==> src/rtl/arb_requester.sv <==
// Two-channel burst initiator for a 2-way grant arbiter.
// Each channel raises req for one burst, counts granted beats, then waits out the trailing grant.
module arb_requester #(
  parameter int LEN_W    = 4,
  parameter int WAIT_MAX = 31
) (
  input  logic             clock,
  input  logic             reset,
  input  logic             cmd_valid_0,
  input  logic [LEN_W-1:0] cmd_len_0,
  output logic             cmd_ready_0,
  input  logic             cmd_valid_1,
  input  logic [LEN_W-1:0] cmd_len_1,
  output logic             cmd_ready_1,
  output logic             req_0,
  output logic             req_1,
  input  logic             gnt_0,
  input  logic             gnt_1,
  output logic             beat_0,
  output logic             beat_1,
  output logic             done_0,
  output logic             done_1,
  output logic             timeout_0,
  output logic             timeout_1,
  output logic             proto_err,
  input  logic             err_clear
);

  localparam int WCW = $clog2(WAIT_MAX + 1);
  localparam logic [WCW-1:0] WAIT_LAST = WCW'(WAIT_MAX - 1);
  localparam logic [LEN_W:0] REM_ONE = (LEN_W + 1)'(1);

  typedef enum logic [1:0] {IDLE, REQ, OWN, DRAIN} state_t;

  logic [1:0]       cmd_valid;
  logic [LEN_W-1:0] cmd_len [2];
  logic [1:0]       gnt;
  logic [1:0]       cmd_ready;
  logic [1:0]       req;
  logic [1:0]       beat;
  logic [1:0]       done;
  logic [1:0]       timeout;
  logic [1:0]       idle_gnt;
  logic [1:0]       own_drop;
  logic             proto_set;

  assign cmd_valid  = {cmd_valid_1, cmd_valid_0};
  assign cmd_len[0] = cmd_len_0;
  assign cmd_len[1] = cmd_len_1;
  assign gnt        = {gnt_1, gnt_0};

  for (genvar c = 0; c < 2; c++) begin : g_ch
    state_t         st_q, st_d;
    logic [LEN_W:0] rem_q, rem_d;
    logic [WCW-1:0] wait_q, wait_d;
    logic           done_q, done_d;
    logic           tout_q, tout_d;
    logic           drop_d;

    always_ff @(posedge clock or posedge reset) begin
      if (reset) begin
        st_q   <= IDLE;
        rem_q  <= '0;
        wait_q <= '0;
        done_q <= 1'b0;
        tout_q <= 1'b0;
      end else begin
        st_q   <= st_d;
        rem_q  <= rem_d;
        wait_q <= wait_d;
        done_q <= done_d;
        tout_q <= tout_d;
      end
    end

    always_comb begin
      st_d   = st_q;
      rem_d  = rem_q;
      wait_d = wait_q;
      done_d = 1'b0;
      tout_d = 1'b0;
      drop_d = 1'b0;
      case (st_q)
        IDLE: begin
          if (cmd_valid[c]) begin
            rem_d  = {1'b0, cmd_len[c]} + REM_ONE;
            wait_d = '0;
            st_d   = REQ;
          end
        end
        REQ: begin
          if (gnt[c]) begin
            rem_d = rem_q - REM_ONE;
            if (rem_q == REM_ONE) begin
              st_d   = DRAIN;
              done_d = 1'b1;
            end else begin
              st_d = OWN;
            end
          end else if (wait_q == WAIT_LAST) begin
            st_d   = DRAIN;
            tout_d = 1'b1;
          end else begin
            wait_d = wait_q + WCW'(1);
          end
        end
        OWN: begin
          if (gnt[c]) begin
            rem_d = rem_q - REM_ONE;
            if (rem_q == REM_ONE) begin
              st_d   = DRAIN;
              done_d = 1'b1;
            end
          end else begin
            // Arbiter withdrew grant before the burst finished.
            drop_d = 1'b1;
            st_d   = DRAIN;
          end
        end
        DRAIN: begin
          if (!gnt[c]) st_d = IDLE;
        end
        default: st_d = IDLE;
      endcase
    end

    assign req[c]       = (st_q == REQ) || (st_q == OWN);
    assign cmd_ready[c] = (st_q == IDLE);
    assign beat[c]      = req[c] & gnt[c];
    assign done[c]      = done_q;
    assign timeout[c]   = tout_q;
    assign idle_gnt[c]  = (st_q == IDLE) & gnt[c];
    assign own_drop[c]  = drop_d;
  end

  assign proto_set = (|idle_gnt) | (&gnt) | (|own_drop);

  // Set dominates a simultaneous clear so no violation is ever lost.
  always_ff @(posedge clock or posedge reset) begin
    if (reset) proto_err <= 1'b0;
    else       proto_err <= proto_set | (proto_err & ~err_clear);
  end

  assign cmd_ready_0 = cmd_ready[0];
  assign cmd_ready_1 = cmd_ready[1];
  assign req_0       = req[0];
  assign req_1       = req[1];
  assign beat_0      = beat[0];
  assign beat_1      = beat[1];
  assign done_0      = done[0];
  assign done_1      = done[1];
  assign timeout_0   = timeout[0];
  assign timeout_1   = timeout[1];

endmodule

==> config.mk <==
export PLATFORM = sky130hd
export DESIGN_NAME = arb_requester
export DESIGN_NICKNAME = d
export VERILOG_FILES = /design/src/rtl/arb_requester.sv
export SDC_FILE = /design/constraint.sdc
export NUM_CORES = 1
export LEC_CHECK = 0
export BUFFER_PORTS_ARGS = -buffer_cell sky130_fd_sc_hd__buf_2
export CORE_MARGIN = 5
export CORE_UTILIZATION = 52
export CTS_BUF_LIST = sky130_fd_sc_hd__clkbuf_16
export CTS_CLUSTER_SIZE = 24
export DETAILED_ROUTE_END_ITERATION = 8
export HOLD_SLACK_MARGIN = 0.06
export PLACE_DENSITY = 0.78
export SKIP_CTS_REPAIR_TIMING = 1
export SLEW_MARGIN = 20
export SYNTH_ARGS = -nofsm -noshare
export SYNTH_HDL_FRONTEND = slang
export SYNTH_SLANG_ARGS = --single-unit
==> constraint.sdc <==
create_clock -name clock -period 1.95 [get_ports clock]
set_input_delay 0 -clock clock [delete_from_list [all_inputs] [get_ports clock]]
set_output_delay 0 -clock clock [all_outputs]
set_load 0.02 [all_outputs]
==> flow_summary.json <==
{
  "drtIter0Drc": 150,
  "r2r_slack_ns": 0.12,
  "drt_pass1_iterations": 5,
  "vias": 1874,
  "p_leak_nw": 1.222,
  "diodes": 0,
  "gp_congestion": 0.8806,
  "syn_nets": 265,
  "grt_max_degree": 20,
  "grt_pass1_wl_microns": 8300,
  "fp.dieW_microns": 73.52,
  "nets": 310,
  "slew_headroom_pct": 54.36,
  "endpoint": "g_ch[1].st_q[1]$_DFFE_PP0P_",
  "track_usage_pct": 19.91,
  "die_y_microns": 73.52,
  "synth.cell_area_sq_mm": 0.002098,
  "seqPwrFrac_pct": 26.4,
  "p_clk_share_pct": 16.9,
  "grt_pass1_vias": 1773,
  "rr_startpoint": "g_ch[1].rem_q[1]$_DFFE_PP0P_",
  "p_per_area_mw_per_mm2": 1714,
  "vdd_drop_max_v": 0.0008641,
  "ys_types": 60,
  "finalClockSkew_ns": 0.006972,
  "arrival_ns": 1.99,
  "tightest_slew_ns": 0.6838,
  "port_buffers": 25,
  "fin_crit_ns": 1.829,
  "cts.clk_slew.worst_paths_ns": 0.05,
  "critical_path_class": "reg2reg",
  "post_drt_wl_per_cell_microns": 15.37,
  "synth_warnings": 0,
  "min_from": "gnt_1",
  "design.core.area_sq_mm": 0.003943,
  "seq_area_frac_synth_pct": 34.59,
  "ios": 26,
  "holdCritPathClass": "in2reg",
  "r2r_cells": 6,
  "placed_cells": 309,
  "power.internal_mw": 2.483,
  "dp_hpwl_microns": 3710,
  "worstReg2RegEnd": "g_ch[1].st_q[1]$_DFFE_PP0P_",
  "p_comb_share_pct": 56.7,
  "viasPerCell": 5.748,
  "ant_nets": 0,
  "critPathMaxFanout": 3,
  "end_kind": "register",
  "synthFlopType": "dfrtp_1",
  "insertion_delay_ns": 0.28,
  "cts.sink_count": 29,
  "startpoint_type": "register",
  "cap_violations": 0,
  "finish.utilization_pct": 64.87,
  "status": "finished clean",
  "grt_overflow": 0,
  "instances_no_fill": 326,
  "rows": 23,
  "area_growth_pct": 21.88,
  "drc": 0,
  "setup.worst_path.start": "g_ch[1].rem_q[1]$_DFFE_PP0P_",
  "synthCells": 230,
  "cts_max_level": 2,
  "antenna_found_initial": 0,
  "synth.avg_cell_area_sq_um": 9.123,
  "rsz0062_at_grt": "false",
  "cts-root-buf": "clkbuf_16",
  "p_switching_mw": 1.901,
  "fillers": 326,
  "tns_ns": 0,
  "ys_ff_latch": 29,
  "numCtsBuffers": 5,
  "post-route-period-util_pct": 93.79,
  "critPathRequiredTime_ns": 2.11,
  "ys_async_sr_fraction_pct": 100.0,
  "fmax_mhz": 546.8,
  "hold_violations": 0,
  "cts_tree": "done",
  "p_sw_share_pct": 43.35,
  "clock_path_buffers": 2,
  "wl_microns": 5011,
  "setup_viol": 0,
  "start_util_pct": 53.22,
  "drive_gt1_share_pct": 24.28,
  "die-area_sq_mm": 0.005405,
  "synth_edf_count": 0,
  "slew_violations": 0
}
sequential cells by signal, indices dropped and copies added (netlist names):
signal / flops
timeout_0: 1
timeout_1: 1
g_ch.st_q: 4
proto_err: 1
done_0: 1
done_1: 1
g_ch.wait_q: 10
g_ch.rem_q: 10
cell usage in the layout (no fill, tap or decap), drive strengths merged, types with 4 or more instances in the layout:
cell type    instances
nand2b               4
o21ai               11
inv                 23
buf                 40
or2                  6
and3                 4
nor2                 9
nand2               20
a21oi               12
ha                  20
nand3               11
clkbuf               5
dlygate4sd3          5
a211oi               4
o211ai               5
dfrtp               29
nor3                 8
power by group through the flow:
stage          clock [mW]  combinational [mW]  sequential [mW]
2_1_floorplan           0                1.78             1.10
3_3_place_gp            0                2.29             1.15
3_5_place_dp            0                2.39             1.16
4_1_cts             0.747                2.41             1.15
5_1_grt             0.777                2.76             1.20
6_report            0.741                2.49             1.16
final cells by class:
| type | instances | area, sq um | area share [%] |
|---|---|---|---|
| Multi-Input combinational cell | 172 | 1260 | 49.27 |
| Sequential cell | 29 | 725.7 | 28.38 |
| Timing Repair Buffer | 45 | 287.8 | 11.25 |
| Clock buffer | 5 | 125.1 | 4.892 |
| Inverter | 22 | 82.58 | 3.229 |
| Tap cell | 50 | 62.56 | 2.446 |
| Clock inverter | 3 | 13.76 | 0.5382 |
worst min-delay path by stage:
stage | cells after the start | end
after global placement | 2 | g_ch[1].rem_q[3]$_DFFE_PP0P_
after CTS | 2 | g_ch[1].wait_q[2]$_DFFE_PP0P_
after floorplan | 1 | done_0$_DFF_PP0_
after global routing | 2 | timeout_1$_DFF_PP0_
final | 2 | timeout_1$_DFF_PP0_
after detailed placement | 2 | g_ch[1].rem_q[3]$_DFFE_PP0P_
per-stage QoR:
| step | worst slack (ns) | area (sq um) | hold WS [ns] | total power [mW] |
|---|---|---|---|---|
| detailed placement | 0.1458 | 2336 | 0.1384 | 3.550 |
| CTS | 0.09041 | 2475 | -0.1637 | 4.305 |
| floorplan | 0.007358 | 2098 | 0.07811 | 2.872 |
| global route | 0.006595 | 2557 | 0.08886 | 4.737 |
| global placement | 0.1951 | 2336 | 0.1332 | 3.443 |
| finish | 0.1212 | 2557 | 0.06626 | 4.384 |
logic make-up (layout without fill, tap and decap cells):
| logic type | Yosys count | count (layout) | share of synthesized area (%) |
|---|---|---|---|
| adder cells (fa/ha/maj) | 20 | 20 | 11.93 |
| flip-flops | 29 | 29 | 34.59 |
| XOR/XNOR | 4 | 4 | 1.670 |
| AND/OR/NAND/NOR | 83 | 83 | 23.32 |
| buffers and inverters | 29 | 75 | 5.486 |
| multiplexers | 6 | 6 | 3.220 |
| AO/OA/AOI/OAI | 59 | 59 | 19.80 |
metal layers:
metal / track usage [%] / share of wire, % / vias to the layer above
met2: 33.46 / 50 / 46
li1: - / - / 929
met4: 7.243 / 1.8 / 0
met5: 0 / 0 / -
met3: 5.335 / 5.3 / 13
met1: 24.34 / 43 / 886
worst max-delay path, cell delays in order (launching register included):
cell	delay (ns)
dfrtp_1	0.37
inv_1	0.10
ha_1	0.15
or4b_4	0.49
nand3_2	0.11
and3_4	0.19
mux2_4	0.29
Yosys cell counts (3+ instances only):
cell | number | area, sq um
nor2_1 | 9 | 33.78
or3_1 | 3 | 18.77
or2_2 | 5 | 31.28
mux2i_1 | 3 | 30.03
nor3b_1 | 3 | 22.52
nand3_1 | 9 | 45.04
a211oi_1 | 4 | 30.03
inv_1 | 22 | 82.58
o22a_1 | 3 | 26.28
ha_1 | 20 | 250.2
nor3_1 | 8 | 40.04
nor2b_1 | 3 | 18.77
buf_2 | 5 | 25.02
o211ai_1 | 5 | 37.54
o21ai_1 | 3 | 15.01
nand4_1 | 3 | 18.77
dfrtp_1 | 29 | 725.7
nand2_1 | 19 | 71.32
o21ai_0 | 8 | 40.04
a21oi_1 | 12 | 60.06
Note: power is estimated with default switching activity, not from simulation.
